==> src/rtl/ifu_pkg.sv <==
// ---------------------------------------------------------------------------
// ifu_pkg
// Shared types and constants for the instruction fetch unit.
//   fetch_entry_t : one prefetch buffer entry, instruction word plus its pc
//   ifu_state_t   : fetch control states (FETCH issues requests, FLUSH waits
//                   for stale responses to drain after a redirect)
//   INST_BYTES    : pc step per fetched word
//   PC_ALIGN_MASK : clears the byte offset of a redirect target
// ---------------------------------------------------------------------------
package ifu_pkg;

  localparam int          INST_BYTES    = 4;
  localparam logic [63:0] PC_ALIGN_MASK = ~64'h3;

  typedef struct packed {
    logic [31:0] inst;
    logic [63:0] pc;
  } fetch_entry_t;

  typedef enum logic {
    FETCH = 1'b0,
    FLUSH = 1'b1
  } ifu_state_t;

endpackage

==> src/rtl/ifu_fifo.sv <==
// ---------------------------------------------------------------------------
// ifu_fifo
// Small synchronous FIFO with a registered head. Used both as the prefetch
// buffer and as the in-order tag queue that remembers the pc of each
// outstanding memory request.
// Ports:
//   CLK, Reset_L : clock, asynchronous active-low reset
//   push, din    : write din at the tail (ignored when full without a pop)
//   pop          : advance the head (ignored when empty)
//   clear        : drop every entry; takes priority over push and pop
//   count        : number of valid entries
//   head         : oldest entry; contents are stale when count is 0
// DEPTH does not have to be a power of two; pointers wrap explicitly.
// ---------------------------------------------------------------------------
module ifu_fifo
  import ifu_pkg::*;
#(
  parameter int  DEPTH = 4,
  parameter type T     = fetch_entry_t,
  localparam int CW    = $clog2(DEPTH + 1)
) (
  input  logic          CLK,
  input  logic          Reset_L,
  input  logic          push,
  input  logic          pop,
  input  logic          clear,
  input  T              din,
  output logic [CW-1:0] count,
  output T              head
);

  localparam int AW = (DEPTH > 1) ? $clog2(DEPTH) : 1;

  T              mem [DEPTH];
  logic [AW-1:0] rd_ptr;
  logic [AW-1:0] wr_ptr;
  logic          do_push;
  logic          do_pop;

  function automatic logic [AW-1:0] next_ptr(input logic [AW-1:0] p);
    if (p == AW'(DEPTH - 1)) return '0;
    return p + 1'b1;
  endfunction

  // A full FIFO may still accept a push when the head leaves the same cycle.
  assign do_pop  = pop && (count != '0);
  assign do_push = push && ((count != CW'(DEPTH)) || do_pop);

  assign head = mem[rd_ptr];

  // Storage and pointers. The array is reset so the head reads as zero
  // straight out of reset.
  always_ff @(posedge CLK or negedge Reset_L) begin
    if (!Reset_L) begin
      rd_ptr <= '0;
      wr_ptr <= '0;
      count  <= '0;
      for (int i = 0; i < DEPTH; i++) mem[i] <= '0;
    end else if (clear) begin
      rd_ptr <= '0;
      wr_ptr <= '0;
      count  <= '0;
    end else begin
      if (do_push) begin
        mem[wr_ptr] <= din;
        wr_ptr      <= next_ptr(wr_ptr);
      end
      if (do_pop) rd_ptr <= next_ptr(rd_ptr);
      count <= count + CW'(do_push) - CW'(do_pop);
    end
  end

endmodule

==> src/rtl/instruction_fetch_unit.sv <==
// ---------------------------------------------------------------------------
// instruction_fetch_unit
// Requester side of the instruction memory read port. Issues word-aligned
// fetch addresses under a credit limit, buffers returned words in a prefetch
// FIFO and hands them to decode over a valid/ready handshake. A redirect
// flushes the buffer, reloads the fetch pc and drops the responses that are
// still in flight for the old path.
// Ports:
//   CLK, Reset_L              : clock, asynchronous active-low reset
//   mem_req, mem_addr         : one fetch request per cycle mem_req is high
//   mem_rdata, mem_rvalid     : in-order responses, variable latency
//   inst_valid, inst_ready    : decode handshake on the FIFO head
//   inst, inst_pc             : head instruction and its address
//   redirect_valid, redirect_pc : one-cycle branch/flush request
//   perf_fetched, perf_discarded : only with IFU_PERF_CNT_EN defined
// Build option: define IFU_PERF_CNT_EN to add the saturating counters.
// ---------------------------------------------------------------------------
module instruction_fetch_unit
  import ifu_pkg::*;
#(
  parameter int          DEPTH    = 4,
  parameter int          MAX_OUT  = 2,
  parameter logic [63:0] RESET_PC = 64'h0
) (
  input  logic        CLK,
  input  logic        Reset_L,
  output logic        mem_req,
  output logic [63:0] mem_addr,
  input  logic [31:0] mem_rdata,
  input  logic        mem_rvalid,
  output logic        inst_valid,
  input  logic        inst_ready,
  output logic [31:0] inst,
  output logic [63:0] inst_pc,
  input  logic        redirect_valid,
  input  logic [63:0] redirect_pc
`ifdef IFU_PERF_CNT_EN
  ,
  output logic [31:0] perf_fetched,
  output logic [31:0] perf_discarded
`endif
);

  localparam int CW = $clog2(DEPTH + 1);
  localparam int OW = $clog2(MAX_OUT + 1);

  ifu_state_t   state;
  ifu_state_t   state_next;
  logic [63:0]  fetch_pc;
  logic [63:0]  fetch_pc_next;
  logic [OW-1:0] outstanding;
  logic [OW-1:0] outstanding_next;
  logic [OW-1:0] discard;
  logic [OW-1:0] discard_next;
  logic [CW-1:0] fifo_count;
  logic [OW-1:0] tag_count;
  logic [63:0]  tag_head;
  fetch_entry_t fifo_din;
  fetch_entry_t fifo_head;
  logic [5:0]   credit_used;
  logic         issue;
  logic         rsp_ok;
  logic         push;
  logic         pop;
  logic         head_valid;

  // A response with nothing outstanding is a protocol error and is ignored.
  assign rsp_ok      = mem_rvalid && (outstanding != '0);
  assign credit_used = 6'(fifo_count) + 6'(outstanding);
  assign head_valid  = (fifo_count != '0);

  // Words land in the FIFO only when they belong to the current path; the
  // redirect cycle itself drops whatever response arrives with it.
  assign push = rsp_ok && (discard == '0) && !redirect_valid;
  assign pop  = head_valid && inst_ready && !redirect_valid;

  assign fifo_din = '{inst: mem_rdata, pc: tag_head};

  assign mem_req    = issue;
  assign mem_addr   = Reset_L ? fetch_pc : '0;
  assign inst_valid = Reset_L && head_valid && !redirect_valid;
  assign inst       = fifo_head.inst;
  assign inst_pc    = fifo_head.pc;

  assign outstanding_next = outstanding + OW'(issue) - OW'(rsp_ok);

  // Fetch control: decides whether to issue this cycle, where the next fetch
  // goes and how many stale responses are still to be dropped. A redirect
  // overrides everything. Any request still outstanding at that point is
  // stale, so the discard count is simply what remains outstanding after the
  // response landing in the same cycle.
  always_comb begin
    state_next    = state;
    fetch_pc_next = fetch_pc;
    discard_next  = discard;
    issue         = 1'b0;

    if (rsp_ok && (discard != '0)) discard_next = discard - 1'b1;

    case (state)
      FETCH: begin
        issue = Reset_L && !redirect_valid &&
                (outstanding < OW'(MAX_OUT)) && (credit_used < 6'(DEPTH));
      end
      FLUSH: begin
        if (discard_next == '0) state_next = FETCH;
      end
    endcase

    if (issue) fetch_pc_next = fetch_pc + 64'(INST_BYTES);

    if (redirect_valid) begin
      fetch_pc_next = redirect_pc & PC_ALIGN_MASK;
      discard_next  = outstanding - OW'(rsp_ok);
      state_next    = (discard_next != '0) ? FLUSH : FETCH;
    end
  end

  // Control state registers.
  always_ff @(posedge CLK or negedge Reset_L) begin
    if (!Reset_L) begin
      state       <= FETCH;
      fetch_pc    <= RESET_PC;
      outstanding <= '0;
      discard     <= '0;
    end else begin
      state       <= state_next;
      fetch_pc    <= fetch_pc_next;
      outstanding <= outstanding_next;
      discard     <= discard_next;
    end
  end

  // Prefetch buffer between memory and decode.
  ifu_fifo #(
    .DEPTH(DEPTH),
    .T    (fetch_entry_t)
  ) u_prefetch (
    .CLK    (CLK),
    .Reset_L(Reset_L),
    .push   (push),
    .pop    (pop),
    .clear  (redirect_valid),
    .din    (fifo_din),
    .count  (fifo_count),
    .head   (fifo_head)
  );

  // Tag queue: pc of every outstanding request, in issue order. It is never
  // flushed, because stale responses still arrive and must retire their tag.
  ifu_fifo #(
    .DEPTH(MAX_OUT),
    .T    (logic [63:0])
  ) u_tags (
    .CLK    (CLK),
    .Reset_L(Reset_L),
    .push   (issue),
    .pop    (rsp_ok),
    .clear  (1'b0),
    .din    (fetch_pc),
    .count  (tag_count),
    .head   (tag_head)
  );

  // Protocol and consistency checks, simulation only.
  a_rvalid_needs_request: assert property (@(posedge CLK) disable iff (!Reset_L)
    mem_rvalid |-> (outstanding != '0));
  a_tags_track_outstanding: assert property (@(posedge CLK) disable iff (!Reset_L)
    tag_count == outstanding);
  a_no_push_when_full: assert property (@(posedge CLK) disable iff (!Reset_L)
    push |-> ((fifo_count != CW'(DEPTH)) || pop));

`ifdef IFU_PERF_CNT_EN
  // Saturating event counters; a redirect does not clear them.
  always_ff @(posedge CLK or negedge Reset_L) begin
    if (!Reset_L) begin
      perf_fetched   <= '0;
      perf_discarded <= '0;
    end else begin
      if (push && (perf_fetched != '1)) perf_fetched <= perf_fetched + 1'b1;
      if (rsp_ok && !push && (perf_discarded != '1))
        perf_discarded <= perf_discarded + 1'b1;
    end
  end
`endif

endmodule

==> config.mk <==
export PLATFORM = sky130hd
export DESIGN_NAME = instruction_fetch_unit
export DESIGN_NICKNAME = d
export VERILOG_FILES = /design/src/rtl/ifu_pkg.sv /design/src/rtl/ifu_fifo.sv /design/src/rtl/instruction_fetch_unit.sv
export SDC_FILE = /design/constraint.sdc
export NUM_CORES = 1
export LEC_CHECK = 0
export ABC_AREA = 1
export BUFFER_PORTS_ARGS = -buffer_cell sky130_fd_sc_hd__clkbuf_2
export CAP_MARGIN = 30
export CORE_ASPECT_RATIO = 0.9
export CORE_MARGIN = 2
export CORE_UTILIZATION = 45
export DETAILED_ROUTE_END_ITERATION = 7
export GPL_TIMING_DRIVEN = 0
export HOLD_SLACK_MARGIN = 0.15
export PLACE_DENSITY_LB_ADDON = 0.3
export SYNTH_ARGS = -nofsm -noshare
export SYNTH_HDL_FRONTEND = slang
export SYNTH_SLANG_ARGS = --single-unit
==> constraint.sdc <==
create_clock -name CLK -period 3.4 [get_ports CLK]
set_clock_uncertainty 0.05 [all_clocks]
set_input_delay 0.68 -clock CLK [delete_from_list [all_inputs] [get_ports CLK]]
set_output_delay 0.68 -clock CLK [all_outputs]
set_load 0.005 [all_outputs]
; Yosys cells after proc, flatten, opt, wreduce, memory -nomap -nowiden
; Cells that the tools add are included.
[totals]
elab_cells = 127
regBits = 592
output_inout_bits = 162
in_bits = 101
[classes]
n_bitwise = 5
reduce_logical = 31
add_sub_neg = 14
n_mux = 45
magnitude_cmp = 8
n_eq_ne = 4
[op_table]
columns = cell, count
row1 = $mux 64, 7
row2 = $bwmux 384, 1
row3 = $mux 96, 3
row4 = $bmux 96 s2, 1
row5 = $demux 96 s2, 1
row6 = $bwmux 128, 1
row7 = $add 64x3->64 const B, 1
row8 = $demux 64 s1, 1
row9 = $mux 2, 10
row10 = $mux 1, 19
row11 = $logic_and 1x1->1, 17
row12 = $reduce_bool 2->1, 7
row13 = $ge 3x3->1 const B, 2
row14 = $not 2->3, 2
row15 = $sub 2x1->2, 3
row16 = $add 2x1->2, 2
row17 = $add 2x1->2 const B, 2
row18 = $add 3x2->4, 1
row19 = $eq 2x2->1 const B, 2
row20 = $ge 2x2->1 const B, 2
row21 = $logic_not 2->1, 2
row22 = $lt 4x3->1 const B, 1
row23 = $not 1->2, 2
row24 = $add 3x1->3, 1
row25 = 14 further kinds, 16

; Logic depth before layout (Yosys ltp)
[depth]
ltp_word = 11
depth_mapped = 13
mapped_depth_nobuf = 13

; Cells and area by module
; From an unflattened synthesis, not the netlist that was laid out.
[unflattened]
hier_cells = 4101
area_unflattened_um2 = 30890.9
[modules_own_cells]
columns = mod, seq_area_each_um2, area_each_um2, instances, cells_per_inst
row1 = ifu_fifo at u_prefetch, 9784.4, 18778.0, 1, 2307
row2 = ifu_fifo at u_tags, 3303.2, 6378.6, 1, 809
row3 = instruction_fetch_unit, 1676.6, 5734.2, 1, 985

; Worst setup path after synthesis
; Ideal clock, no wire load.
[synth_timing]
path_kind = input-to-output
from = input Reset_L
to = output mem_req
arrival_ps = 1602
slack_ps = 1068
stages = 7
cell_sequence = buf_4 nand2_2 nor3_4 nand3_4 inv_2 buf_2 buf_2
[synth_via]
elab_chain_cells = 4
[synth_rtl]
columns = element, line_no
row1 = from (decl), instruction_fetch_unit.sv:26  ; input logic Reset_L,
row2 = $logic_and 1x1->1 (2 in a row), instruction_fetch_unit.sv:102  ; issue = Reset_L && !redirect_valid &&
row3 = $logic_and 1x1->1, instruction_fetch_unit.sv:103  ; (outstanding < OW'(MAX_OUT)) && (credit_used < 6'(DEPTH));
row4 = $mux 1, instruction_fetch_unit.sv:100  ; case (state)
row5 = to (decl), instruction_fetch_unit.sv:27  ; output logic mem_req,
; Every way passes these cells.

; Final worst setup path
[layout_timing]
from = register u_prefetch.rd_ptr[1]
to = output inst_pc[40]
[layout_via]
elab_chain_cells = 4
[layout_rtl]
columns = element, line_no
row1 = from (decl), ifu_fifo.sv:35  ; logic [AW-1:0] rd_ptr;
row2 = from (signal assigned), ifu_fifo.sv:68  ; if (do_pop) rd_ptr <= next_ptr(rd_ptr);
row3 = $not 2->3 (not written as such), ifu_fifo.sv:49  ; assign head = mem[rd_ptr];
row4 = $bmux 96 s2, ifu_fifo.sv:49
row5 = $mux 96 (not written as such) (2 in a row), ifu_fifo.sv:49
row6 = to (decl), instruction_fetch_unit.sv:34  ; output logic [63:0] inst_pc,
; Every way passes these cells. The select of a mux whose other input is x is not followed.

==> results.yml <==
final_layout:
  final-seq-area_sq_mm: 0.0145
  fin_area_sq_mm: 0.0334
  non_filler_cells_in_the_finished_layout: 5064
  fin_nets: 4288
  multi_input_comb_area_sq_mm: 0.0122
  n_antenna_cell: 0
  areaGrowthSynthToFinish_pct: 16.7
  drive_gt1_frac: 0.114
  fillCellCount: 6209
power_and_ir_drop:
  total_switching_power_uw: 10900
  netSwitchingFraction: 0.407
  powerDensity_mw_per_mm2: 803
  clock_power_share: 0.251
  p_int_uw: 15900
  combPwrFrac: 0.374
  total_power_uw: 26800
  p_seq_frac: 0.374
  power_leakage_uw: 0.0180
  irDropWorstVdd_v: 0.000556
logic_synthesis:
  synth_common_cells: "nand2_1 (1453), o21ai_0 (587), dfrtp_1 (578), nor2_1 (316), inv_1 (219)"
  dominantRegCellSynth: "dfrtp_1"
  most_frequently_used_cell_type_in_the_post_synthesis_netlist: "nand2_1"
  synth_top_cells_by_area: "dfrtp_1 (51%), nand2_1 (19%), o21ai_0 (10%)"
  ys_async_sr_fraction: 1.00
  synth_enable_flop_cells: 0
  synth_area_sq_mm: 0.0286
  synth.lib_cells_used.distinct: 36
  synthesis.area_per_instance_sq_um: 7.45
  yosys_warnings: 0
  yosysSeqAreaShare: 0.506
  number_of_cells_produced_by_synthesis: 3839
  yosys.area.top_type: "dfrtp_1"
  synth_top_area_share: 0.506
  synth_seq_cells: 578
detailed_routing:
  antenna_violating_nets_post_route: 0
  route.vias.total: 27324
  postRouteWirelength_mm: 97.6
  drt_pass1_iterations: 6
  drc: 0
  first_iter_violations: 2697
  viasPerCell: 5.40
  route.detailed.wl_per_inst_um: 19.3
setup_path:
  crit_path_start_kind: "flip-flop"
  timing.reg2reg.worst_path_depth: 9
  worst-endpoint-arrival_ns: 2.64
  critical_path_class: "flip-flop to primary output"
  startpoint: "u_prefetch.rd_ptr[1]"
  cp_data_required_time_ns: 2.67
  timing.reg2reg.setup_slack_ns: 0.68
  regToRegEndpoint: "u_prefetch.count[1]"
  timing.rr.start: "outstanding[1]"
  worstSetupEndpointType: "primary output"
  endpoint: "inst_pc[40]"
  critical_path_peak_fanout: 10
cts:
  cts-htree-levels: 2
  cts.sinks: 578
  clk_latency_ns: 0.63
  cts_root_buffer: "clkbuf_16"
  cts_post_setup_buffers_inserted: 0
  cts-buffers-inserted: 60
  cts_tree: "done"
  clock_path_buffers: 3
  clk_transition_reported_paths_ns: 0.06
die:
  design.die.area_sq_mm: 0.0656
  floorplan.die.width_um: 270
  die_h_um: 243
  initial_utilization: 0.456
  top_level_ports: 263
  fp.coreArea_sq_mm: 0.0628
  std_cell_rows: 87
timing:
  fmax_mhz: 296
  hold_viol: 0
  setup_violations: 0
  finalMaxSlewViolations: 0
  worst-slew-pin-transition_ns: 0.820
  layout_worst_path_cycle_share: 0.993
  relSlewSlack: 0.453
  period_minus_slack_ns: 3.37
  unrepaired_setup_endpoints_after_global_routing: "true"
  worst_hold_slack_ns: 0.166
global_routing:
  grt_pass1_vias: 25956
  pin_count_of_the_biggest_net_entering_global_routing: 106
  grt_antenna_before_repair: 1
  grt_total_ovfl: 0
  wire_length_of_the_first_global_routing_pass_mm: 151
  grtUsageTotal: 0.295
placement:
  port_buffers: 256
  gpl.final_weighted_congestion: 0.952
  dp.cells: 4949
  dp_hpwl_mm: 70.2
  post_dp_cell_area_sq_mm: 0.0311
run:
  max_cap_violations: 0
run_status:
  run_status: "complete, no violations"
min_path:
  hold_path_class: "primary input to async pin"
cells by family after synthesis:
logic type                 Yosys count  synth area share
other                                1          0.000131
xor gates and xnor gates            17           0.00520
DFF                                578             0.506
AOI/OAI and AO/OA                  887             0.161
and+or+nand+nor                   1864             0.251
adders and majority gates           15           0.00682
buffers and inverters              477            0.0704
cell usage in the layout, fill, tap and decap left out, types with 15 or more instances in the layout:
| master | n |
|---|---|
| buf_2 | 33 |
| clkbuf_1 | 150 |
| clkbuf_8 | 17 |
| buf_6 | 15 |
| buf_4 | 22 |
| clkbuf_2 | 278 |
| buf_1 | 17 |
| o21ai_0 | 587 |
| inv_1 | 219 |
| nand3_1 | 72 |
| dfrtp_1 | 578 |
| nor2_1 | 316 |
| o22ai_1 | 89 |
| nand2_1 | 1453 |
| xor2_1 | 15 |
| clkbuf_16 | 62 |
| o21ai_1 | 180 |
through the flow:
| step | setup TNS (ns) | util | worst slack, ns |
|---|---|---|---|
| final | 0 | 0.531 | 0.0252 |
| after global routing | -0.0268 | 0.531 | -0.0264 |
| after CTS | 0 | 0.531 | 0.0144 |
| after detailed placement | -21.01 | 0.496 | -0.771 |
| after global placement | -9839.28 | 0.493 | -12.23 |
| after floorplan | 0 | - | 1.07 |
critical path: stages (launching register included):
cell and delay [ns]:
dfrtp_1 0.44, clkbuf_2 0.38, buf_1 0.41, o21ai_0 0.18, o22ai_1 0.38, clkbuf_2 0.19
final cells by class:
cell class                      count  share of cell area
Multi-Input combinational cell   2787               0.365
Sequential cell                   578               0.433
Buffer                            251              0.0367
Tap cell                          845              0.0317
Clock buffer                       92              0.0543
Clock inverter                     17             0.00547
Timing Repair Buffer              269              0.0481
Inverter                          225              0.0256
power groups by stage:
stage,sequential (uW),clock [uW],combinational (uW)
finish,10000,6740,10000
global route,10300,7080,11100
CTS,10000,6770,9950
detailed placement,10100,0,9800
global placement,10100,0,9630
floorplan,9770,0,5700
timing repair:
| action | 4_1_cts | 5_1_grt |
|---|---|---|
| setup endpoints to repair | 115 | 25 |
| hold buffers | 6 | 0 |
| cloned | 1 | 0 |
| pin swaps | 0 | 0 |
| endpoints found under the hold margin | 58 | 0 |
| resized for setup | 42 | 17 |
sequential cells by signal, summed over array words and instances (netlist names):
register           count
u_prefetch.mem       376
u_tags.mem           124
fetch_pc              62
u_prefetch.count       3
discard                2
outstanding            2
u_prefetch.rd_ptr      2
u_prefetch.wr_ptr      2
u_tags.count           2
state                  1
u_tags.rd_ptr          1
u_tags.wr_ptr          1
how the worst min path moves through the flow:
| stage | from | end | slack [ns] | cells past startpoint |
|---|---|---|---|---|
| after floorplan | Reset_L | discard[0] | 0.33 | 0 |
| after detailed placement | u_prefetch.mem[270] | u_prefetch.mem[270] | 0.41 | 2 |
| after CTS | Reset_L | u_prefetch.mem[101] | 0.21 | 3 |
| after global placement | u_prefetch.mem[280] | u_prefetch.mem[280] | 0.41 | 2 |
| final | Reset_L | u_prefetch.mem[101] | 0.17 | 3 |
| after global routing | redirect_pc[9] | fetch_pc[9] | 0.24 | 3 |
routing by layer:
layer  up-vias  share of wire  global-route usage
met5         -        0.00015                   0
met4         2          0.042               0.120
met3       200          0.071              0.0394
met2      1045           0.45               0.452
met1     13095           0.44               0.423
li1      12982              -                   -
No activity file was read; power rests on OpenSTA's default activity.
